`src/rtl/wb_rr_arbiter.sv`:
```
// Round-robin Wishbone arbiter: NM masters share one master port, grant held for the whole cyc.
// A per-strobe watchdog aborts cycles a dead slave never acks, signalling err to the owner.
//
//   state   | meaning
//   --------+-----------------------------------------------------------
//   S_IDLE  | no owner; arbitrate among wbm_cyc_i on the next edge
//   S_GRANT | grant_q owns the shared port; request/ack passed through
//   S_ABORT | watchdog fired; shared port quiet until owner drops cyc
`timescale 1ns/1ps
module wb_rr_arbiter #(
  parameter int AW      = 32,
  parameter int DW      = 32,
  parameter int NM      = 2,
  parameter int TIMEOUT = 255
) (
  input  logic                   wb_clk_i,
  input  logic                   wb_rst_i,
  input  logic [NM-1:0]          wbm_cyc_i,
  input  logic [NM-1:0]          wbm_stb_i,
  input  logic [NM-1:0]          wbm_we_i,
  input  logic [NM*(DW/8)-1:0]   wbm_sel_i,
  input  logic [NM*AW-1:0]       wbm_adr_i,
  input  logic [NM*DW-1:0]       wbm_dat_i,
  output logic [DW-1:0]          wbm_dat_o,
  output logic [NM-1:0]          wbm_ack_o,
  output logic [NM-1:0]          wbm_err_o,
  output logic                   wbs_cyc_o,
  output logic                   wbs_stb_o,
  output logic                   wbs_we_o,
  output logic [(DW/8)-1:0]      wbs_sel_o,
  output logic [AW-1:0]          wbs_adr_o,
  output logic [DW-1:0]          wbs_dat_o,
  input  logic [DW-1:0]          wbs_dat_i,
  input  logic                   wbs_ack_i
);

  localparam int SEL = DW / 8;
  localparam int GW  = (NM > 1) ? $clog2(NM) : 1;
  localparam int TW  = (TIMEOUT > 0) ? $clog2(TIMEOUT + 1) : 1;
  localparam bit WD_EN = (TIMEOUT > 0);
  localparam logic [TW-1:0] TO_V = TW'(TIMEOUT);

  localparam logic [1:0] S_IDLE  = 2'd0;
  localparam logic [1:0] S_GRANT = 2'd1;
  localparam logic [1:0] S_ABORT = 2'd2;

  logic [1:0]    state_q, state_d;
  logic [GW-1:0] grant_q, grant_d;
  logic [GW-1:0] last_q, last_d;
  logic [TW-1:0] timer_q, timer_d;
  logic [NM-1:0] err_q, err_d;

  logic [NM-1:0] grant_oh;
  logic          g_cyc, g_stb, in_grant;
  logic [TW-1:0] timer_inc;
  logic [GW:0]   rr_sum;
  logic [GW-1:0] rr_cand;
  logic [GW-1:0] pick;
  logic          pick_vld;

  assign grant_oh  = NM'(1) << grant_q;
  assign g_cyc     = wbm_cyc_i[grant_q];
  assign g_stb     = wbm_stb_i[grant_q];
  assign in_grant  = (state_q == S_GRANT);
  assign timer_inc = timer_q + TW'(1);

  // First requester after last_q, wrapping modulo NM; last_q itself is checked last.
  always_comb begin
    pick     = last_q;
    pick_vld = 1'b0;
    rr_sum   = '0;
    rr_cand  = '0;
    for (int i = 1; i <= NM; i++) begin
      rr_sum = {1'b0, last_q} + (GW+1)'(i);
      if (rr_sum >= (GW+1)'(NM)) rr_sum = rr_sum - (GW+1)'(NM);
      rr_cand = rr_sum[GW-1:0];
      if (!pick_vld && wbm_cyc_i[rr_cand]) begin
        pick     = rr_cand;
        pick_vld = 1'b1;
      end
    end
  end

  always_comb begin
    state_d = state_q;
    grant_d = grant_q;
    last_d  = last_q;
    timer_d = '0;
    err_d   = '0;
    case (state_q)
      S_IDLE: begin
        if (pick_vld) begin
          grant_d = pick;
          last_d  = pick;
          state_d = S_GRANT;
        end
      end
      S_GRANT: begin
        if (!g_cyc) begin
          state_d = S_IDLE;
        end else if (WD_EN && g_stb && !wbs_ack_i) begin
          // an ack in the final waiting cycle keeps us out of this branch, so ack wins the race
          if (timer_inc == TO_V) begin
            err_d   = grant_oh;
            state_d = S_ABORT;
          end else begin
            timer_d = timer_inc;
          end
        end
      end
      S_ABORT: begin
        if (!g_cyc) state_d = S_IDLE;
      end
      default: state_d = S_IDLE;
    endcase
  end

  always_ff @(posedge wb_clk_i or negedge wb_rst_i) begin
    if (!wb_rst_i) begin
      state_q <= S_IDLE;
      grant_q <= '0;
      last_q  <= GW'(NM - 1);
      timer_q <= '0;
      err_q   <= '0;
    end else begin
      state_q <= state_d;
      grant_q <= grant_d;
      last_q  <= last_d;
      timer_q <= timer_d;
      err_q   <= err_d;
    end
  end

  assign wbs_cyc_o = in_grant & g_cyc;
  assign wbs_stb_o = in_grant & g_stb;
  assign wbs_we_o  = in_grant & wbm_we_i[grant_q];
  assign wbs_sel_o = in_grant ? wbm_sel_i[grant_q*SEL +: SEL] : '0;
  assign wbs_adr_o = in_grant ? wbm_adr_i[grant_q*AW +: AW] : '0;
  assign wbs_dat_o = in_grant ? wbm_dat_i[grant_q*DW +: DW] : '0;

  assign wbm_ack_o = (in_grant && wbs_ack_i) ? grant_oh : '0;
  assign wbm_err_o = err_q;
  assign wbm_dat_o = wbs_dat_i;

endmodule

```
`config.mk`:
```
export PLATFORM = sky130hd
export DESIGN_NAME = wb_rr_arbiter
export DESIGN_NICKNAME = d
export VERILOG_FILES = /design/src/rtl/wb_rr_arbiter.sv
export SDC_FILE = /design/constraint.sdc
export NUM_CORES = 1
export LEC_CHECK = 0
export CAP_MARGIN = 20
export CORE_AREA = 4 4 107 109
export DETAILED_ROUTE_END_ITERATION = 12
export DIE_AREA = 0 0 111 113
export GPL_TIMING_DRIVEN = 0
export PLACE_DENSITY_LB_ADDON = 0.15
export SLEW_MARGIN = 20
export SYNTH_ARGS = -nofsm -noshare
export SYNTH_HDL_FRONTEND = slang
export SYNTH_SLANG_ARGS = --single-unit
```
`constraint.sdc`:
```
create_clock -name wb_clk_i -period 3.4 [get_ports wb_clk_i]
set_input_delay 0.68 -clock wb_clk_i [delete_from_list [all_inputs] [get_ports wb_clk_i]]
set_output_delay 0.68 -clock wb_clk_i [all_outputs]
set_load 0.03 [all_outputs]
```
Yosys cells after proc, flatten, opt, wreduce, memory -nomap -nowiden --
Cells that the tools add are included.
Storage, ports and cells: bits in registers 14, input port bits 177, output and inout bits 107, logic and storage cells 71
Cells by class: add/subtract/negate cells 5, magnitude comparators 5, equal/unequal tests 7, shift operators 4, multiplexer cells 34, bitwise logic cells 3, reduce and logical (&&, ||, !) cells 8
Operator list (count):
- 64-bit by 7-bit indexed part select with 32-bit output | 2
- 32-bit two-way mux | 2
- 8-bit two-way mux | 4
- 2-bit two-way mux | 10
- 1-bit two-way mux | 16
- 8-bit by 1-bit adder with 8-bit output, second input constant | 1
- 8-bit equality test, second input constant | 1
- 8-bit by 4-bit indexed part select with 4-bit output | 1
- 1-bit by 2-bit less-than comparator with 1-bit output, second input constant | 3
- 3-bit by 2-bit inequality test with 1-bit output, second input constant | 2
- 2-bit one-hot mux with 3 select lines | 1
- 2-bit greater-or-equal comparator, second input constant | 2
- 4-bit two-way mux | 1
- 2-bit inequality test, second input constant | 2
- 4-bit AND reduction | 1
- 1-bit bitwise AND | 3
- 1-bit logical AND | 3
- 1-bit by 1-bit adder with 2-bit output, second input constant | 1
- 1-bit by 2-bit adder with 2-bit output, second input constant | 1
- 2-bit by 1-bit equality test with 1-bit output, second input constant | 1
- 2-bit equality test, second input constant | 1
- 1-bit logical NOT | 2
- 2-bit logical NOT | 1
- 2-bit AND reduction | 1
- other kinds (2) | 3

Logic depth before layout (Yosys ltp) --
Gate-level depths: netlist of run 1.
depth in word-level cells 11, gate-level depth with buffers 7, depth with buffers taken out 6

Least setup slack after synthesis of run 1 --
No wires, ideal clock.
path type register to output, start point reg grant_q, end point out wbm_ack_o[0], arrival time 1585 ps, required time 2720 ps, slack 1135 ps, stages on the path, launching flop included 5, path buffers 3, cells stage by stage dfrtp_1 > buf_2 > buf_2 > buf_2 > nor3b_1
On the way: word-level cells in the longest chain between the ends 2
RTL lines:
- start: declaration | line 48 | logic [GW-1:0] grant_q, grant_d;
- start signal: assignment | line 127 | grant_q <= grant_d;
- 1-bit by 1-bit left shift with 2-bit output | line 61 | assign grant_oh = NM'(1) << grant_q;
- 2-bit two-way mux | line 141 | assign wbm_ack_o = (in_grant && wbs_ack_i) ? grant_oh : '0;
- end: declaration | line 25 | output logic [NM-1:0] wbm_ack_o,
No other way between the ends.

Final worst setup path of run 1 --
start point reg grant_q, end point out wbs_dat_o[4]
On the way: word-level cells in the longest chain between the ends 2
RTL lines:
- 64-bit by 7-bit indexed part select with 32-bit output | line 139 | assign wbs_dat_o = in_grant ? wbm_dat_i[grant_q*DW +: DW] : '0;
- 32-bit two-way mux | line 139
- end: declaration | line 32 | output logic [DW-1:0] wbs_dat_o,
No other way between the ends.

==> impl_results.md, run 1 <==
- Worst hold endpoint: last_q
- Gate power share: 88.3%
- Hold Path Class: reg2reg
- Post-synth EDFFs: 0
- Path depth of the worst reg2reg path: 7
- Clock Latency Late Sink: 0.25 ns
- WHS Path Cells: 2
- WL per Instance: 16.6 um
- Post-place instance area: 4750 um^2
- First-pass detailed-route iteration total: 4
- Max-Cap Viols: 0
- Sw Ratio: 53.3%
- Internal power: 1.49 mW
- Antenna-violating nets left: 0
- Port Buffers: 251
- Final Instance Area: 4810 um^2
- GP Congestion: 0.826
- Postcts setup bufs: 0
- Cts bufs inserted: 3
- Clock share of power: 5.2%
- Count of state elements after synthesis: 14
- Number of remaining DRC errors: 0
- Cell family with most CP delay: buffers and inverters
- Die area: 12500 um^2
- Syn Area/Cell: 7.84 um^2
- GRT overflow: 0
- Worst-path fanout max: 10
- P_sw: 1.70 mW
- Register area: 352 um^2
- RSZ-0062 raised after global routing: false
- Layout cells sized above 1: 11.2%
- Final Hold Violating Endpoints: 0
- Core box area: 10600 um^2
- Largest area contributor in the netlist: mux2i_1
- Die Height: 113 um
- Worst min-delay path startpoint: last_q
- Row cnt: 38
- Crit path required time: 2.72 ns
- Crit-path cells: buf_2, buf_2, buf_2, mux2i_1, nor2_1, clkdlybuf4s50_1
- Part of the Yosys area used for sequential elements: 17.0%
- R2R Path Start: timer_q[0]
- Post-Route WL: 10900 um
- Ys Warns: 0
- PD cells: 663 nW/um^2
- # H-tree levels: 1
- Slew headroom: 58.9%
- Via count: 2679
- Setup TNS: 0 ns
- Initial antenna violation count: 0
- Predominant post-synthesis flop cell: dfrtp_1
- CP dominant cell by count: buf_2
- Post-CTS Hold Fix Bufs: 0
- Clock sink count: 14
- Clock transition at the registers of the reported paths: 0.06 ns
- Max Fclk: 328 MHz
- P&R area growth vs syn: 133%
- Reg2reg end: timer_q[5]
- Final setup viols: 0
- Starting Density: 19.5%
- Period utilization: 89.7%
- Synth top area share: 34.9%
- Ys async rst share: 100%
- Count of pins over their slew limit: 0
- Worst Path Arrival: 2.37 ns
- R2R Setup Slk: 1.56 ns
- Fill count: 1070
- Clock period minus worst slack: 3.05 ns
- Post-synth top cells: 81 x nor2_1, 72 x mux2i_1, 33 x buf_4, 13 x dfrtp_1, 9 x buf_2
- Vias in the first global route: 2713
- Static Leak: 2.08 nW
- Leading post-synthesis cells by cell area: mux2i_1 35%, dfrtp_1 16%, nor2_1 15%
- Num ports: 284
- Fin Clk Skew: 0.00241 ns
- Vias per inst: 4.07
- Worst path max stage delay: 0.72 ns
- GRT Total Usage: 16.0%
- Critical-path top delay cell: clkdlybuf4s50_1
- Ant diodes: 0
- VDD IR max: 0.000301 V
- Worst Tran Pin Value: 0.614 ns
- Outcome: finished, final reports clean
- Most frequent cell after synthesis: nor2_1
- Clock Path Buffers: 2
- Largest net degree at the start of global routing: 15
- Layout Utilization: 45.3%
- Distinct cells, synth: 36
- Gate Count Post-Synth: 263
- DIE WIDTH: 111 um
- Worst Setup End Kind: output port
- Number of gates resized after cts: 0
- Seq pwr share: 6.5%
- Mapped Nets: 442
- Startpoint types: flip-flop
- Kind of critical path: reg2out
- Syn Std Cell Area: 2060 um^2
- 1st-iter DRT viols: 68
- Global-route wire length before repair: 15600 um
- CTS tree: yes
- Area of the multi-input gates: 1370 um^2
- Layout Nets: 698
- Clk root buf: clkbuf_8
- WP buf/inv: 4
- Hpwl dp: 9770 um
==> worst register-to-register path: cells and delay by family (launching register included) <==
kind	cells	cell delay (ns)
AOI/OAI and AO/OA	2	0.60
adders and majority gates	1	0.21
buffers and inverters	1	0.16
DFF	1	0.41
muxes	1	0.07
and+or+nand+nor	2	0.27
==> layer usage <==
layer	up-vias	routed length [um]	global-route usage (%)
met5	-	0	0
met4	0	71	1.40
met3	8	933	5.35
met2	123	5680	29.4
met1	1191	4210	18.8
li1	1357	-	-
==> sequential cells by signal, summed over array words and instances, names as in the netlist <==
| name | cells |
|---|---|
| grant_q | 1 |
| wbm_err_o | 2 |
| timer_q | 8 |
| state_q | 2 |
| last_q | 1 |
==> cell families after synthesis <==
group,Yosys count,share of synthesized area [%]
multiplexers,72,34.9
flip-flops,14,17.0
AND/OR/NAND/NOR,105,22.3
XOR/XNOR,6,2.55
buffers and inverters,52,16.7
adder cells (fa/ha/maj),2,1.21
AO/OA/AOI/OAI,12,5.22
==> cells in the final DEF (no fill, tap or decap), types with 2 or more instances in the layout <==
cell	netlist	final
clkbuf_8	0	4
clkdlybuf4s50_1	0	251
clkbuf_1	7	7
buf_6	2	2
mux2i_1	72	72
xor2_1	5	5
dfrtp_1	13	13
nor3b_1	2	2
buf_2	9	9
a21oi_1	2	2
a21o_1	2	2
nor2_1	81	81
nand3_1	4	4
o21ai_0	2	2
buf_4	33	33
nand2_1	6	6
ha_1	2	2
==> how the worst max path moves through the flow <==
stage	to	startpoint	depth (start not counted)	slack, ns
2_1_floorplan	wbm_ack_o[0]	grant_q	4	1.13
3_3_place_gp	wbs_cyc_o	wbm_cyc_i[1]	4	0.47
3_5_place_dp	wbs_cyc_o	wbm_cyc_i[0]	4	0.47
4_1_cts	wbs_dat_o[4]	grant_q	6	0.30
5_1_grt	wbs_dat_o[4]	grant_q	6	0.14
6_report	wbs_dat_o[4]	grant_q	6	0.35
==> area by class of cell <==
cell class	count	share of cell area, %
Timing Repair Buffer	251	52.3
Multi-Input combinational cell	197	28.4
Sequential cell	14	7.32
Buffer	51	7.11
Tap cell	140	3.64
Clock buffer	4	1.15
Inverter	1	0.0781
==> stage by stage <==
step | power, mW | cells | setup slack [ns] | hold WS, ns
after floorplan | 1.87 | 263 | 1.13 | 0.384
after global placement | 3.05 | 654 | 0.474 | 0.482
after detailed placement | 3.06 | 654 | 0.475 | 0.487
after CTS | 3.24 | 658 | 0.297 | 0.500
after global routing | 3.37 | 658 | 0.138 | 0.538
final | 3.19 | 658 | 0.349 | 0.493
==> power by group through the flow <==
| stage | registers (mW) | clock network, mW | logic (mW) |
|---|---|---|---|
| after global placement | 0.208 | 0 | 2.84 |
| after CTS | 0.205 | 0.171 | 2.86 |
| after detailed placement | 0.208 | 0 | 2.85 |
| final | 0.206 | 0.166 | 2.81 |
| after floorplan | 0.204 | 0 | 1.67 |
| after global routing | 0.208 | 0.176 | 2.99 |
Note: power is estimated with default switching activity, not from simulation.
==> run 2, diff against run 1 <==
--- a/config.mk
+++ b/config.mk
@@ -6,9 +6,9 @@
 export NUM_CORES = 1
 export LEC_CHECK = 0
 export CAP_MARGIN = 20
-export CORE_AREA = 4 4 107 109
+export CORE_AREA = 3 3 109 111
 export DETAILED_ROUTE_END_ITERATION = 12
-export DIE_AREA = 0 0 111 113
+export DIE_AREA = 0 0 112 114
 export GPL_TIMING_DRIVEN = 0
 export PLACE_DENSITY_LB_ADDON = 0.15
 export SLEW_MARGIN = 20
==> run 2 against run 1 <==
  * Sequential power about the same
  * Global-route usage decreased by 0.58 points
  * Via count increased by 1.6%
  * Largest power group unchanged
  * Largest cell class unchanged
  * Flip-flop and latch count unchanged
  * Worst setup slack improved by 0.068 ns
  * Sequential share of layout area unchanged
  * Core utilization decreased by 1.2 points
  * Non-clock buffer count unchanged
==> impl_results.md, run 2 (synthesized netlist as in run 1, its figures left out) <==
- Pre-CTS setup slack: 0.536 ns
- Vias per inst: 4.14
- Vias in the first global route: 2797
- Cell family with most CP delay: buffers and inverters
- Final Power: 3.18 mW
- Setup TNS: 0 ns
- Final setup viols: 0
- R2R Path Start: timer_q[0]
- Static Leak: 2.08 nW
- First-pass detailed-route iteration total: 4
- Port Buffers: 251
- CP dominant cell by count: buf_2
- VDD IR max: 0.000310 V
- Max FFs per register: 8
- Antenna-violating nets left: 0
- Layout Nets: 698
- Hold Path Class: reg2reg
- Row cnt: 38
- Post-Route WL: 11100 um
- Layout cells sized above 1: 11.2%
- Postcts setup bufs: 0
- Max Fclk: 335 MHz
- Worst-path fanout max: 10
- Via count: 2723
- Max-Cap Viols: 0
- 1st-iter DRT viols: 108
- Crit-path cells: buf_2, buf_2, buf_2, mux2i_1, nor2_1, clkdlybuf4s50_1
- Commonest cells after routing, fill and taps aside: 251 x clkdlybuf4s50_1, 81 x nor2_1, 72 x mux2i_1, 33 x buf_4, 13 x dfrtp_1
- Most common cell after layout, fill and taps aside: clkdlybuf4s50_1
- Critical Path Source: grant_q
- Starting Density: 18.9%
- WL per Instance: 16.8 um
- Hpwl dp: 9800 um
- Crit path required time: 2.72 ns
- Core box area: 10900 um^2
- Final worst-path setup slack: 0.417 ns
- GP Congestion: 0.801
- Clock transition at the registers of the reported paths: 0.06 ns
- Clock sink count: 14
- GRT overflow: 0
- Fin Clk Skew: 0.00176 ns
- Num ports: 284
- Worst Setup End Kind: output port
- GRT Total Usage: 15.4%
- Worst Tran Pin Value: 0.660 ns
- Die Height: 114 um
- Outcome: finished, final reports clean
- Critical-path top delay cell: clkdlybuf4s50_1
- Cts bufs inserted: 3
- Initial antenna violation count: 1
- Clock Path Buffers: 2
- Worst Path Arrival: 2.30 ns
- Largest net degree at the start of global routing: 15
- Kind of critical path: reg2out
- P&R area growth vs syn: 133%
- Worst path max stage delay: 0.61 ns
- Clock period minus worst slack: 2.98 ns
- Count of pins over their slew limit: 0
- CTS tree: yes
- Slew headroom: 55.9%
- Number of remaining DRC errors: 0
- Number of gates resized after cts: 0
- DIE WIDTH: 112 um
- WP buf/inv: 4
- RSZ-0062 raised after global routing: false
- PD cells: 661 nW/um^2
- Post-CTS Hold Fix Bufs: 0
- Ant diodes: 0
- Largest reg by FF count: timer_q
- Worst min-delay path startpoint: timer_q[0]
- Final Hold Violating Endpoints: 0
- Period utilization: 87.7%
- Clock Latency Late Sink: 0.25 ns
- Global-route wire length before repair: 15400 um
- Clk root buf: clkbuf_8
- Startpoint types: flip-flop
- Die area: 12800 um^2
- # H-tree levels: 1
==> run 2: cell counts in the layout (fill, tap and decap cells not counted) <==
Identical to the previous run, type by type.
==> run 2: where the power goes <==
part           switching, mW  internal, mW  total [mW]
Combinational           1.61          1.19        2.80
Clock                 0.0645         0.103       0.167
Sequential            0.0148         0.191       0.206
Total                   1.69          1.49        3.18
==> run 2: worst paths after layout <==
path / slack, ns / cells after the start / end
worst min register to register: 0.49 / 1 / timer_q[0]
max in group asynchronous: 2.14 / 1 / timer_q[7]
worst max-delay path: 0.42 / 6 / wbs_adr_o[13]
worst max register to register: 1.53 / 7 / timer_q[6]
worst min-delay path: 0.49 / 1 / timer_q[0]
min in group asynchronous: 0.83 / 1 / timer_q[3]
==> run 2: area by class of cell <==
type | instances | area (um^2)
Buffer | 51 | 342
Clock buffer | 4 | 55.1
Fill cell | 1082 | 6080
Inverter | 1 | 3.75
Multi-Input combinational cell | 197 | 1370
Sequential cell | 14 | 352
Tap cell | 140 | 175
Timing Repair Buffer | 251 | 2510
==> run 2: routing by layer <==
metal | up-vias | global-route usage [%] | routed length, um
met4 | 2 | 4.17 | 285
met5 | - | 0 | 13
met1 | 1235 | 15.3 | 3650
li1 | 1353 | - | -
met3 | 20 | 5.25 | 888
met2 | 113 | 30.3 | 6230
==> run 2: through the flow <==
step / area [um^2] / utilization, % / hold WS, ns / std cells
CTS: 4810 / 44.1 / 0.501 / 658
floorplan: 2060 / - / 0.384 / 263
global placement: 4750 / 43.6 / 0.485 / 654
detailed placement: 4750 / 43.6 / 0.492 / 654
global route: 4810 / 44.1 / 0.537 / 658
finish: 4810 / 44.1 / 0.495 / 658
==> run 3, diff against run 2 <==
--- a/config.mk
+++ b/config.mk
@@ -6,9 +6,9 @@
 export NUM_CORES = 1
 export LEC_CHECK = 0
 export CAP_MARGIN = 20
-export CORE_AREA = 3 3 109 111
+export CORE_AREA = 2 2 111 113
 export DETAILED_ROUTE_END_ITERATION = 12
-export DIE_AREA = 0 0 112 114
+export DIE_AREA = 0 0 113 115
 export GPL_TIMING_DRIVEN = 0
 export PLACE_DENSITY_LB_ADDON = 0.15
 export SLEW_MARGIN = 20
==> run 3 against run 2 <==
  * The run now ends with design-rule violations left
  * Global-route usage is 0.96 points lower
  * Power is 2.3% higher
  * Worst setup slack better by 0.026 ns
  * Critical path depth stayed put
  * Clock power is 49% higher
  * Flip-flop and latch count stayed put
  * Combinational power hardly changed
  * Critical endpoint is now wbs_dat_o[9]
==> impl_results.md, run 3 (synthesized netlist as in run 1, its figures left out) <==
- Outcome: finished with violations
- Failing checks: design-rule violations
- Final setup viols: 0
- Startpoint types: flip-flop
- Top layer in use: met4
- Post-CTS Hold Fix Bufs: 0
- Hpwl dp: 9190 um
- Met3 wire length: 873 um
- Clock transition at the registers of the reported paths: 0.05 ns
- Die area: 13000 um^2
- Worst-path fanout max: 10
- RSZ-0062 raised after global routing: false
- Num ports: 284
- Initial antenna violation count: 0
- Core box area: 11800 um^2
- Antenna-violating nets left: 0
- Post-Route WL: 10400 um
- WHS Path Cells: 1
- Number of remaining DRC errors: 3
- P_sw: 1.69 mW
- Worst path max stage delay: 0.74 ns
- Final Hold Violating Endpoints: 0
- Global-route wire length before repair: 14800 um
- Gate power share: 86.0%
- Via count: 2642
- Commonest cells after routing, fill and taps aside: 251 x clkdlybuf4s50_1, 81 x nor2_1, 72 x mux2i_1, 33 x buf_4, 13 x dfrtp_1
- Row cnt: 40
- Layout cells sized above 1: 11.2%
- Layout Utilization: 41.0%
- GRT Total Usage: 14.4%
- Period utilization: 87.0%
- P&R area growth vs syn: 135%
- Vias in the first global route: 2645
- Clock period minus worst slack: 2.96 ns
- Path depth of the worst reg2reg path: 7
- Hold Path Class: reg2reg
- Worst Setup End Kind: output port
- Largest reg by FF count: timer_q
- WL per Instance: 15.7 um
- Number of gates resized after cts: 0
- CTS tree: yes
- Port Buffers: 251
- Slew headroom: 57.4%
- Seq pwr share: 6.3%
- PD cells: 670 nW/um^2
- Largest net degree at the start of global routing: 15
- Final worst-path setup slack: 0.444 ns
- Crit-path cells: buf_2, buf_2, buf_2, mux2i_1, nor2_1, clkdlybuf4s50_1
- Internal power: 1.56 mW
- Cts bufs inserted: 3
- Critical-path top delay cell: clkdlybuf4s50_1
- Setup TNS: 0 ns
- Clock Path Buffers: 2
- Count of pins over their slew limit: 0
- First-pass detailed-route iteration total: 8
- Sw Ratio: 51.9%
- Ant diodes: 0
- Fin Clk Skew: 0.00212 ns
- Pre-CTS setup slack: 0.486 ns
- Post-Layout Cell Count: 665
- GP Congestion: 0.803
- Clk root buf: clkbuf_16
- GRT overflow: 0
- Postcts setup bufs: 0
- Crit path required time: 2.72 ns
- Most common cell after layout, fill and taps aside: clkdlybuf4s50_1
- Placed cell count: 661
- Metal1 wirelength: 3640 um
- 1st-iter DRT viols: 67
- Worst Path Arrival: 2.28 ns
- CP dominant cell by count: buf_2
- Met2 Routed Length: 5800 um
- Clock sink count: 14
- Worst Tran Pin Value: 0.636 ns
- DIE WIDTH: 113 um
- Layout Nets: 698
- Max Fclk: 338 MHz
- # H-tree levels: 1
- Clock share of power: 7.6%
- Max FFs per register: 8
- Clock Latency Late Sink: 0.24 ns
- Starting Density: 17.5%
- Static Leak: 2.09 nW
- VDD IR max: 0.000257 V
- Max-Cap Viols: 0
- Die Height: 115 um
- Kind of critical path: reg2out
- Vias per inst: 3.97
==> run 3: cell type report <==
cell class	count	area (um^2)
clock buffers	4	88.8
plain buffers	51	342
repair buffers	251	2510
inverters	1	3.75
well taps	147	184
fillers	1212	6960
multi-input cells	197	1370
flip-flops and latches	14	352
==> run 3: power groups by stage <==
stage	combinational, mW	clock, mW	sequential, mW
floorplan	1.67	0	0.204
global placement	2.83	0	0.208
detailed placement	2.84	0	0.208
CTS	2.84	0.255	0.206
global route	2.96	0.261	0.210
finish	2.80	0.248	0.206
==> run 3: per-layer routing <==
metal,vias up,GRT usage [%]
li1,1354,-
met1,1172,15.1
met2,110,28.3
met3,6,5.22
met4,0,1.71
met5,-,0
==> run 3: worst max-delay path, delay by kind of cell (launching register included) <==
kind                   cells  cell delay, ns
muxes                      1            0.12
DFF                        1            0.31
and+or+nand+nor            1            0.09
buffers and inverters      4            1.51
==> run 3: worst paths after layout <==
check | start | end | slack [ns]
min reg2reg | timer_q[0] | timer_q[0] | 0.49
max | grant_q | wbs_dat_o[9] | 0.44
max in group asynchronous | wb_rst_i | timer_q[0] | 2.16
max reg2reg | timer_q[0] | timer_q[7] | 1.54
min | timer_q[0] | timer_q[0] | 0.49
min in group asynchronous | wb_rst_i | timer_q[4] | 0.83
==> run 3: through the flow <==
stage	power, mW	hold slack, ns	instance area (um^2)
floorplan	1.87	0.384	2060
global placement	3.04	0.484	4760
detailed placement	3.04	0.491	4760
CTS	3.31	0.498	4850
global route	3.43	0.530	4850
finish	3.25	0.494	4850
